## src/rtl/pipe_pkg.sv

```systemverilog
// Shared types for the pipeline hazard controller.
// Latency: n/a (types only). Backpressure: n/a.
package pipe_pkg;

  typedef logic [4:0] reg_addr_t;

  localparam reg_addr_t REG_ZERO = 5'd0;

  typedef enum logic [1:0] {
    RUN       = 2'd0,
    DIV_WAIT  = 2'd1,
    MISS_WAIT = 2'd2
  } hz_state_t;

endpackage

```

## src/rtl/hazard_match.sv

```systemverilog
// Load-use comparator for one EX source operand against both MEM-stage producers.
// Latency: combinational. Backpressure: none; the hit feeds the interlock FSM.
module hazard_match
  import pipe_pkg::*;
(
  input  logic      ex_valid,
  input  logic      rf_re,
  input  reg_addr_t raddr,
  input  reg_addr_t mem_waddr_a,
  input  logic      mem_we_a,
  input  logic      mem_late_a,
  input  reg_addr_t mem_waddr_b,
  input  logic      mem_we_b,
  input  logic      mem_late_b,
  output logic      hit
);

  logic src_live;
  logic hit_a;
  logic hit_b;

  // r0 is hardwired, so a read of it can never depend on a producer.
  assign src_live = ex_valid && rf_re && (raddr != REG_ZERO);
  assign hit_a    = mem_we_a && mem_late_a && (raddr == mem_waddr_a);
  assign hit_b    = mem_we_b && mem_late_b && (raddr == mem_waddr_b);
  assign hit      = src_live && (hit_a || hit_b);

endmodule

```

## src/rtl/pipe_hazard_ctrl.sv

```systemverilog
// Dual-issue interlock: load-use stall, divider wait and D-cache miss wait; HAZARD_PERF_CNT_EN adds counters.
// Latency: outputs combinational from state and inputs. Backpressure: stall_front holds IF/ID/EX, stall_mem holds EX/MEM.
module pipe_hazard_ctrl
  import pipe_pkg::*;
#(
  parameter int unsigned CNT_W = 32
) (
  input  logic      clk,
  input  logic      rstn,
  input  reg_addr_t EX_rf_raddr_a1,
  input  reg_addr_t EX_rf_raddr_a2,
  input  reg_addr_t EX_rf_raddr_b1,
  input  reg_addr_t EX_rf_raddr_b2,
  input  logic      EX_rf_re_a1,
  input  logic      EX_rf_re_a2,
  input  logic      EX_rf_re_b1,
  input  logic      EX_rf_re_b2,
  input  logic      EX_valid_a,
  input  logic      EX_valid_b,
  input  reg_addr_t MEM_rf_waddr_a,
  input  reg_addr_t MEM_rf_waddr_b,
  input  logic      MEM_rf_we_a,
  input  logic      MEM_rf_we_b,
  input  logic      MEM_late_a,
  input  logic      MEM_late_b,
  input  logic      EX_div_req,
  input  logic      div_done,
  input  logic      MEM_dcache_req,
  input  logic      dcache_ready,
  input  logic      flush,
  output logic      stall_front,
  output logic      bubble_mem,
  output logic      stall_mem,
  output logic      div_cancel
`ifdef HAZARD_PERF_CNT_EN
  ,
  output logic [CNT_W-1:0] perf_lu_cnt,
  output logic [CNT_W-1:0] perf_div_cnt,
  output logic [CNT_W-1:0] perf_miss_cnt
`endif
);

  hz_state_t state_q, state_d;
  logic [3:0] src_hit;
  logic       lu;
  logic       miss_start;
  logic       div_start;

  hazard_match u_match_a1 (
    .ex_valid(EX_valid_a), .rf_re(EX_rf_re_a1), .raddr(EX_rf_raddr_a1),
    .mem_waddr_a(MEM_rf_waddr_a), .mem_we_a(MEM_rf_we_a), .mem_late_a(MEM_late_a),
    .mem_waddr_b(MEM_rf_waddr_b), .mem_we_b(MEM_rf_we_b), .mem_late_b(MEM_late_b),
    .hit(src_hit[0])
  );

  hazard_match u_match_a2 (
    .ex_valid(EX_valid_a), .rf_re(EX_rf_re_a2), .raddr(EX_rf_raddr_a2),
    .mem_waddr_a(MEM_rf_waddr_a), .mem_we_a(MEM_rf_we_a), .mem_late_a(MEM_late_a),
    .mem_waddr_b(MEM_rf_waddr_b), .mem_we_b(MEM_rf_we_b), .mem_late_b(MEM_late_b),
    .hit(src_hit[1])
  );

  hazard_match u_match_b1 (
    .ex_valid(EX_valid_b), .rf_re(EX_rf_re_b1), .raddr(EX_rf_raddr_b1),
    .mem_waddr_a(MEM_rf_waddr_a), .mem_we_a(MEM_rf_we_a), .mem_late_a(MEM_late_a),
    .mem_waddr_b(MEM_rf_waddr_b), .mem_we_b(MEM_rf_we_b), .mem_late_b(MEM_late_b),
    .hit(src_hit[2])
  );

  hazard_match u_match_b2 (
    .ex_valid(EX_valid_b), .rf_re(EX_rf_re_b2), .raddr(EX_rf_raddr_b2),
    .mem_waddr_a(MEM_rf_waddr_a), .mem_we_a(MEM_rf_we_a), .mem_late_a(MEM_late_a),
    .mem_waddr_b(MEM_rf_waddr_b), .mem_we_b(MEM_rf_we_b), .mem_late_b(MEM_late_b),
    .hit(src_hit[3])
  );

  assign lu         = |src_hit;
  assign miss_start = MEM_dcache_req && !dcache_ready;
  assign div_start  = EX_div_req && !flush;

  always_ff @(posedge clk or negedge rstn) begin
    if (!rstn) state_q <= RUN;
    else       state_q <= state_d;
  end

  // Outputs are forced low while reset is held so an in-flight wait releases immediately.
  always_comb begin
    state_d     = state_q;
    stall_front = 1'b0;
    bubble_mem  = 1'b0;
    stall_mem   = 1'b0;
    div_cancel  = 1'b0;
    if (rstn) begin
      unique case (state_q)
        RUN: begin
          if (miss_start) begin
            state_d     = MISS_WAIT;
            stall_front = 1'b1;
            stall_mem   = 1'b1;
          end else if (div_start) begin
            state_d     = DIV_WAIT;
            stall_front = 1'b1;
            bubble_mem  = 1'b1;
          end else if (lu) begin
            stall_front = 1'b1;
            bubble_mem  = 1'b1;
          end
        end
        DIV_WAIT: begin
          if (div_done) begin
            state_d = RUN;
          end else begin
            stall_front = 1'b1;
            bubble_mem  = 1'b1;
            if (flush) begin
              state_d    = RUN;
              div_cancel = 1'b1;
            end
          end
        end
        MISS_WAIT: begin
          // Flush is ignored here: the outstanding memory op is older than the branch.
          if (dcache_ready) begin
            state_d = RUN;
          end else begin
            stall_front = 1'b1;
            stall_mem   = 1'b1;
          end
        end
        default: state_d = RUN;
      endcase
    end
  end

`ifdef HAZARD_PERF_CNT_EN
  localparam logic [CNT_W-1:0] CNT_ONE = CNT_W'(1);
  localparam logic [CNT_W-1:0] CNT_MAX = '1;

  logic lu_stall;
  assign lu_stall = (state_q == RUN) && !miss_start && !div_start && lu;

  always_ff @(posedge clk or negedge rstn) begin
    if (!rstn) begin
      perf_lu_cnt   <= '0;
      perf_div_cnt  <= '0;
      perf_miss_cnt <= '0;
    end else begin
      if (lu_stall && perf_lu_cnt != CNT_MAX)
        perf_lu_cnt <= perf_lu_cnt + CNT_ONE;
      if (state_q == DIV_WAIT && perf_div_cnt != CNT_MAX)
        perf_div_cnt <= perf_div_cnt + CNT_ONE;
      if (state_q == MISS_WAIT && perf_miss_cnt != CNT_MAX)
        perf_miss_cnt <= perf_miss_cnt + CNT_ONE;
    end
  end
`endif

endmodule

```

## config.mk

```make
export PLATFORM = sky130hd
export DESIGN_NAME = pipe_hazard_ctrl
export DESIGN_NICKNAME = d
export VERILOG_FILES = /design/src/rtl/pipe_pkg.sv /design/src/rtl/hazard_match.sv /design/src/rtl/pipe_hazard_ctrl.sv
export SDC_FILE = /design/constraint.sdc
export NUM_CORES = 1
export LEC_CHECK = 0
export CAP_MARGIN = 20
export CORE_ASPECT_RATIO = 0.8
export CORE_MARGIN = 5
export CORE_UTILIZATION = 38
export DETAILED_ROUTE_END_ITERATION = 16
export GPL_TIMING_DRIVEN = 0
export PLACE_DENSITY_LB_ADDON = 0.2
export REMOVE_ABC_BUFFERS = 1
export SYNTH_ARGS = -nofsm -noshare
export SYNTH_HDL_FRONTEND = slang
export SYNTH_SLANG_ARGS = --single-unit
```

## constraint.sdc

```tcl
create_clock -name clk -period 5.2 [get_ports clk]
set_input_delay 1.04 -clock clk [delete_from_list [all_inputs] [get_ports clk]]
set_output_delay 1.04 -clock clk [all_outputs]
set_load 0.01 [all_outputs]
```

==> results.tsv, run 1 <==
metric	value	unit
run status	finished, final reports clean	
Syn Area/Cell	7.42	sq um
Ports	51	
critical path class	in -> out	
Top reg by flops	state_q	
WP data required	4160	ps
Net count, final	198	
largest cells by area after synthesis	xnor2_1 (42%), nand4_1 (7.4%), dfrtp_1 (6.6%), o32ai_1 (4.6%), xor2_1 (4.6%)	
startpoint types	input port	
CTS resizes	0	
largest net degree at the start of global routing	8	
Peak VDD IR	0.138	mV
Die Ht	49.9	um
Site Rows	14	
clk_lat worst skew	230	ps
most frequent cells in the layout	clkdlybuf4s50_1 (50), xnor2_1 (36), nand4_1 (9)	
Placeable Area	1890	sq um
Post-Synthesis Cells	102	
Die Span X	59.9	um
Period minus WS final	4400	ps
vias	933	
Root Buffer	clkbuf_4	
Starting Density	0.400	
Mapped Area	757	sq um
critical-path maximum fanout	3	
fmax	227	MHz
initial antenna violation count	0	
ant diodes	0	
routed wire length	2.71	mm
Max clock buf depth	2	
commonest non-fill, non-tap cell in the layout	clkdlybuf4s50_1	
DRT Pass-1 Iters	4	
Slew headroom	0.713	
fin crit share	0.846	
hold_buf cts	0	
Layout area overhead	70.1	%
Residual DRC	0	
Cell variety after synth	27	
Worst setup EP type	primary output	
Iteration-0 DRC Markers	51	
Worst-path clk slew	30	ps
class of the worst hold path	reg -> reg	
final setup violation count	0	
Yosys reg bits	2	
Clock Sinks	2	
antenna-violating nets left	0	
total global routing overflow	0	
max reg flops	2	
Slew Limit Fails	0	
hpwl dp	2.36	mm
IO Port Bufs	50	
drt via density	5.39	
Yosys warning total	0	
CTS Buf Count	3	
Total GRT Usage	0.191	
Yosys top cell by area	xnor2_1	
setup_tns	0	ps
vias in the first global route	983	
crit path DAT	3360	ps
Top Registers	state_q: 2 flops	
routed length per instance	15.6	um
total design power	215	uW
Post-CTS Setup Inserts	0	
endpoints failing hold	0	
maxcap violations	0	
global-route wire length before repair	4.42	mm
unrepaired setup endpoints after global routing	no	
GPL Wtd Cong	0.891	
worst-margin pin slew	431	ps
layout cell share with drive strength beyond 1	0.0268	
pwr/cell area	167	nW/um^2
Clock Skew	3.44	ps
TritonCTS clock tree	done	
H-tree depth	1	
Lkg Pwr	0.000422	uW
share of the synthesized area in the top cell type	0.417	
Die Area	2990	sq um
register area share after synthesis	0.0661	
==> layout make-up <==
type                    count  area, sq um
inverters                   3         11.3
repair buffers             50          500
multi-input cells          91          673
flip-flops and latches      2         50.0
fillers                   166          604
well taps                  24         30.0
clock buffers               3         22.5
==> stage by stage <==
stage | setup slack, ps | area [sq um] | util | hold slack (ps) | std cells
3_5_place_dp | 780 | 1260 | 0.669 | 613 | 170
6_report | 800 | 1290 | 0.681 | 623 | 173
3_3_place_gp | 831 | 1260 | 0.669 | 609 | 170
4_1_cts | 784 | 1290 | 0.681 | 618 | 173
5_1_grt | 699 | 1290 | 0.681 | 645 | 173
2_1_floorplan | 1920 | 734 | - | 569 | 96
==> synth_stat cells <==
cell type / number
mux2i_1: 1
and2_1: 1
nand2_1: 7
nand4_1: 9
a222oi_1: 1
or3_1: 4
o311a_1: 3
and3_1: 1
a31oi_1: 1
o21a_1: 1
o21ai_0: 1
a41oi_1: 1
clkbuf_1: 6
mux2_2: 1
nor3_1: 1
xnor2_1: 36
nor2_1: 4
a21oi_1: 2
dfrtp_1: 2
nor2b_1: 1
xor2_1: 4
inv_1: 3
nand3_1: 4
nand2b_1: 1
a311oi_1: 1
a211oi_1: 1
o32ai_1: 4
==> power breakdown <==
part	leakage, uW	internal [uW]	switching (uW)
Combinational	0.000383	82.3	61.6
Sequential	0.0000255	23.0	11.3
Clock	0.0000138	25.6	10.9
==> final timing paths <==
| path | slack, ps | start | end | cells past startpoint |
|---|---|---|---|---|
| max in group asynchronous | 3970 | rstn | state_q[1]$_DFFE_PN0P_ | 1 |
| hold / removal | 620 | state_q[0]$_DFFE_PN0P_ | state_q[0]$_DFFE_PN0P_ | 1 |
| min in group asynchronous | 1030 | rstn | state_q[0]$_DFFE_PN0P_ | 1 |
| hold reg to reg | 620 | state_q[0]$_DFFE_PN0P_ | state_q[0]$_DFFE_PN0P_ | 1 |
| setup / recovery | 800 | EX_rf_raddr_a1[1] | bubble_mem | 6 |
| setup reg to reg | 3680 | state_q[1]$_DFFE_PN0P_ | state_q[0]$_DFFE_PN0P_ | 4 |
==> kinds of logic after synthesis <==
kind of cell | synth area share
AOI/OAI and AO/OA | 0.170
and+or+nand+nor | 0.228
DFF | 0.0661
buffers and inverters | 0.0446
muxes | 0.0281
xor gates and xnor gates | 0.463
==> routing by layer <==
metal | vias up | GRT usage | share of wire
li1 | 466 | - | -
met1 | 416 | 0.269 | 0.47
met2 | 49 | 0.302 | 0.43
met3 | 2 | 0.0235 | 0.10
met4 | 0 | 0.0443 | 0.0052
met5 | - | 0 | 0
==> critical path, cell delays in order <==
cell and delay, ps:
clkdlybuf4s50_1 460, or3_1 420, o311a_1 310, a222oi_1 460, a311oi_1 160, clkdlybuf4s50_1 510
Note: power is estimated with default switching activity, not from simulation.
==> inputs of run 2 (changes only) <==
Settings changed: CORE_UTILIZATION 38 to 36.
Clock period 5.2 ns to 4.3 ns, I/O delays scaled along.
==> results.tsv, run 2 (synthesized netlist as in run 1, its figures left out) <==
metric	value	unit	change
run status	finished, final reports clean		
Die Span X	61.3	um	+2.3%
drt via density	5.40		+0.11%
largest net degree at the start of global routing	8		unchanged
Peak VDD IR	0.229	mV	+66%
Total GRT Usage	0.181		-0.00921
most frequent cells in the layout	clkdlybuf4s50_1 (50), xnor2_1 (36), nand4_1 (9)		
Iteration-0 DRC Markers	38		-25%
layout cell share with drive strength beyond 1	0.0268		unchanged
startpoint types	input port		
IO Port Bufs	50		unchanged
Worst setup EP type	primary output		
Lkg Pwr	0.000422	uW	unchanged
Pint	158	uW	+21%
antenna-violating nets left	0		unchanged
DP Area	1260	sq um	unchanged
Layout area overhead	70.1	%	unchanged
GPL Wtd Cong	0.866		-2.8%
pwr/cell area	201	nW/um^2	+21%
ant diodes	0		unchanged
DRT Pass-1 Iters	4		unchanged
Comb power frac	0.675		+0.005
Sw Share	0.391		+0.000587
critical-path maximum fanout	4		+1
clock group share of total power	0.158		-0.012
H-tree depth	1		unchanged
hold_buf cts	0		unchanged
Die Area	3130	sq um	+4.5%
max reg flops	2		unchanged
routed wire length	2.78	mm	+2.8%
Top Registers	state_q: 2 flops		
Clock Sinks	2		unchanged
Max clock buf depth	2		unchanged
Worst Reg-to-Reg Cells	4		unchanged
CTS resizes	0		unchanged
critical path class	in -> out		
Placeable Area	1940	sq um	+2.8%
crit path DAT	3200	ps	-160 ps
WP data required	3440	ps	-720 ps
Slew Limit Fails	0		unchanged
total global routing overflow	0		unchanged
class of the worst hold path	reg -> reg		
vias in the first global route	955		-2.8%
worst-margin pin slew	484	ps	+53.3 ps
fmax	246	MHz	
vias	934		+0.11%
filler instances	177		+6.6%
unrepaired setup endpoints after global routing	no		
routed length per instance	16.1	um	+2.8%
final instance area	1290	sq um	unchanged
Reg power frac	0.167		+0.007
Starting Density	0.389		-0.0108
endpoints failing hold	0		unchanged
Top reg by flops	state_q		
fin crit share	0.944		
Slew headroom	0.675		-0.0375
global-route wire length before repair	4.30	mm	-2.8%
Clock Skew	0.980	ps	-2.46 ps
TritonCTS clock tree	done		
Period minus WS final	4060	ps	
Net count, final	198		unchanged
CTS Buf Count	3		unchanged
Worst-path clk slew	30	ps	about the same
Post-CTS Setup Inserts	0		unchanged
clk_lat worst skew	220	ps	about the same
Hold Crit Depth	1		unchanged
Residual DRC	0		unchanged
NetSw	101	uW	+21%
setup_tns	0	ps	unchanged
Site Rows	14		unchanged
hpwl dp	2.38	mm	+0.97%
maxcap violations	0		unchanged
commonest non-fill, non-tap cell in the layout	clkdlybuf4s50_1		
final setup violation count	0		unchanged
Die Ht	51.0	um	+2.2%
Root Buffer	clkbuf_4		
initial antenna violation count	0		unchanged
Ports	51		unchanged
## run 2: cell type report
type / instances / area (sq um) / share of cell area
Sequential cell: 2 / 50.0 / 0.0389
Clock buffer: 3 / 22.5 / 0.0175
Multi-Input combinational cell: 91 / 673 / 0.523
Tap cell: 24 / 30.0 / 0.0233
Inverter: 3 / 11.3 / 0.00875
Timing Repair Buffer: 50 / 500 / 0.389
## run 2: critical path: stages
cell	delay, ps
clkdlybuf4s50_1	650
xnor2_1	160
nand4_1	140
o32ai_1	330
a222oi_1	180
a311oi_1	280
clkdlybuf4s50_1	590
## run 2: layer usage
| metal | share of wire | routed length [um] | up-vias | track usage |
|---|---|---|---|---|
| met4 | 0.0076 | 21 | 0 | 0.0433 |
| li1 | - | - | 464 | - |
| met1 | 0.45 | 1260 | 436 | 0.259 |
| met2 | 0.48 | 1330 | 30 | 0.280 |
| met5 | 0 | 0 | - | 0 |
| met3 | 0.061 | 171 | 4 | 0.0327 |
## run 2: stage by stage
step / std cells / power, uW / hold slack [ps] / util / setup slack [ps]
floorplan: 96 / 126 / 564 / - / 1380
global placement: 170 / 212 / 615 / 0.651 / 292
detailed placement: 170 / 216 / 629 / 0.651 / 277
CTS: 173 / 261 / 636 / 0.662 / 264
global route: 173 / 284 / 705 / 0.662 / 134
finish: 173 / 259 / 638 / 0.662 / 242
## run 2: power by group through the flow
stage	Combinational (uW)	Sequential, uW	Clock, uW
detailed placement	174	42.3	0
CTS	175	42.2	43.8
finish	175	43.3	41.0
floorplan	87.3	38.4	0
global route	191	46.4	46.8
global placement	171	41.3	0
## run 2: worst paths after layout
check	from	to	slack, ps
max	MEM_rf_waddr_a[3]	bubble_mem	240
max in group asynchronous	rstn	state_q[1]$_DFFE_PN0P_	3240
min reg2reg	state_q[0]$_DFFE_PN0P_	state_q[0]$_DFFE_PN0P_	640
min	state_q[0]$_DFFE_PN0P_	state_q[0]$_DFFE_PN0P_	640
max reg2reg	state_q[1]$_DFFE_PN0P_	state_q[0]$_DFFE_PN0P_	2670
min in group asynchronous	rstn	state_q[0]$_DFFE_PN0P_	870
==> inputs of run 3 (changes only) <==
--- a/config.mk
+++ b/config.mk
@@ -11,2 +11,3 @@
 export CORE_UTILIZATION = 36
+export CTS_CLUSTER_SIZE = 8
 export DETAILED_ROUTE_END_ITERATION = 16
--- a/constraint.sdc
+++ b/constraint.sdc
@@ -3,2 +3,2 @@
 set_output_delay 0.86 -clock clk [all_outputs]
-set_load 0.01 [all_outputs]
+set_load 0.1 [all_outputs]
==> results.tsv, run 3 (synthesized netlist as in run 1, its figures left out) <==
metric	value	unit	change
run status	finished, final reports clean		
Clock Skew	0.966	ps	-0.0133 ps
HP Start	state_q[0]$_DFFE_PN0P_		
largest net degree at the start of global routing	8		unchanged
Worst Reg-to-Reg Cells	4		unchanged
DRT Pass-1 Iters	4		unchanged
worst-margin pin slew	962	ps	+479 ps
Slew headroom	0.356		-0.319
layout cell share with drive strength beyond 1	0.0403		+0.0134
Sw Share	0.485		+0.0946
H-tree depth	1		unchanged
reg2reg start	state_q[1]$_DFFE_PN0P_		
Die Area	3130	sq um	unchanged
filler instances	177		unchanged
final instance area	1280	sq um	-0.29%
IO Port Bufs	50		unchanged
Die Span X	61.3	um	unchanged
Die Ht	51.0	um	unchanged
GPL Wtd Cong	0.866		unchanged
routed length per instance	16.0	um	-0.25%
worst setup path startpoint	MEM_rf_waddr_a[3]		
Worst-path clk slew	30	ps	about the same
placed cells	170		unchanged
drt via density	5.45		+0.96%
TritonCTS clock tree	done		
crit path DAT	3200	ps	about the same
pwr/cell area	234	nW/um^2	+16%
Total GRT Usage	0.181		unchanged
critical path class	in -> out		
Pint	155	uW	-2.1%
vias in the first global route	955		unchanged
NetSw	146	uW	+44%
Site Rows	14		unchanged
Max clock buf depth	2		unchanged
critical path cell sequence	clkdlybuf4s50_1, xnor2_1, nand4_1, o32ai_1, a222oi_1, a311oi_1, clkdlybuf4s15_2		
critical-path maximum fanout	4		unchanged
commonest non-fill, non-tap cell in the layout	clkdlybuf4s50_1		
Reg power frac	0.143		-0.024
vias	943		+0.96%
fmax	246	MHz	about the same
Post-CTS Setup Inserts	0		unchanged
Layout area overhead	69.6	%	
CTS Buf Count	3		unchanged
Clock Sinks	2		unchanged
most frequent cells in the layout	clkdlybuf4s50_1 (48), xnor2_1 (36), nand4_1 (9)		
Slew Limit Fails	0		unchanged
Post-Layout Cell Count	173		unchanged
Lkg Pwr	0.000423	uW	+0.31%
maxcap violations	0		unchanged
Residual DRC	0		unchanged
Ports	51		unchanged
ant diodes	0		unchanged
max reg flops	2		unchanged
global-route wire length before repair	4.30	mm	unchanged
endpoints failing hold	0		unchanged
CP max-delay cell	clkdlybuf4s50_1		
WP data required	3440	ps	about the same
Peak VDD IR	0.225	mV	-1.6%
class of the worst hold path	reg -> reg		
Worst setup EP type	primary output		
Starting Density	0.389		unchanged
hpwl dp	2.38	mm	unchanged
startpoint types	input port		
unrepaired setup endpoints after global routing	no		
Hold Crit Depth	1		unchanged
antenna-violating nets left	0		unchanged
Comb power frac	0.721		+0.046
fin crit share	0.944		about the same
Top Registers	state_q: 2 flops		
slowest stage delay, CP	650	ps	about the same
Placeable Area	1940	sq um	unchanged
initial antenna violation count	0		unchanged
total global routing overflow	0		unchanged
Root Buffer	clkbuf_4		
Iteration-0 DRC Markers	42		+11%
Top reg by flops	state_q		
Net count, final	198		unchanged
clk_lat worst skew	220	ps	about the same
clock group share of total power	0.137		-0.021
Period minus WS final	4060	ps	-1.32 ps
final setup violation count	0		unchanged
routed wire length	2.77	mm	-0.25%
DP Area	1260	sq um	unchanged
## run 3: cell count changes in the layout (fill, tap and decap cells not counted)
cell,change
clkbuf_2,+1
clkdlybuf4s15_2,+1
clkdlybuf4s50_1,-2
## run 3: path summary, 6_finish.rpt
check / endpoint / slack [ps]
max: bubble_mem / 240
min: state_q[0]$_DFFE_PN0P_ / 640
max reg2reg: state_q[0]$_DFFE_PN0P_ / 2700
min reg2reg: state_q[0]$_DFFE_PN0P_ / 640
max in group asynchronous: state_q[1]$_DFFE_PN0P_ / 3230
min in group asynchronous: state_q[0]$_DFFE_PN0P_ / 870
## run 3: area by class of cell
class	count	area, sq um	share of cell area
timing repair buffer	50	497	0.387
sequential	2	50.0	0.0390
inverter	3	11.3	0.00877
multi-input combinational	91	673	0.524
clock buffer	3	22.5	0.0175
tap	24	30.0	0.0234
## run 3: per-stage QoR
step | setup TNS [ps] | hold slack, ps | util | setup slack, ps | total power, uW
2_1_floorplan | -552 | 564 | - | -552 | 171
3_5_place_dp | -515 | 629 | 0.651 | -321 | 262
3_3_place_gp | -463 | 615 | 0.651 | -307 | 257
5_1_grt | 0 | 705 | 0.660 | 117 | 326
4_1_cts | 0 | 636 | 0.662 | 86.3 | 303
6_report | 0 | 638 | 0.660 | 243 | 301
## run 3: power groups by stage
stage | Combinational, uW | Clock (uW) | Sequential, uW
5_1_grt | 233 | 46.8 | 46.4
3_3_place_gp | 216 | 0 | 41.3
3_5_place_dp | 219 | 0 | 42.3
4_1_cts | 217 | 43.8 | 42.2
6_report | 217 | 41.0 | 42.9
2_1_floorplan | 132 | 0 | 38.4
## run 3: per-layer routing
layer | routed length [um] | track usage
met1 | 1220 | 0.259
met2 | 1330 | 0.280
met3 | 205 | 0.0327
met4 | 21 | 0.0433
met5 | 0 | 0
## run 3: worst max-delay path: cells and delay by family
| kind | cells | cell delay [ps] |
|---|---|---|
| XOR/XNOR | 1 | 160 |
| AO/OA/AOI/OAI | 3 | 790 |
| AND/OR/NAND/NOR | 1 | 140 |
| buffers and inverters | 2 | 1250 |
## run 3: what timing repair did
item	in CTS	in global routing
hold buffers	0	0
resized for setup	5	3
hold endpoints to repair	0	0
endpoints found under the setup margin	2	1
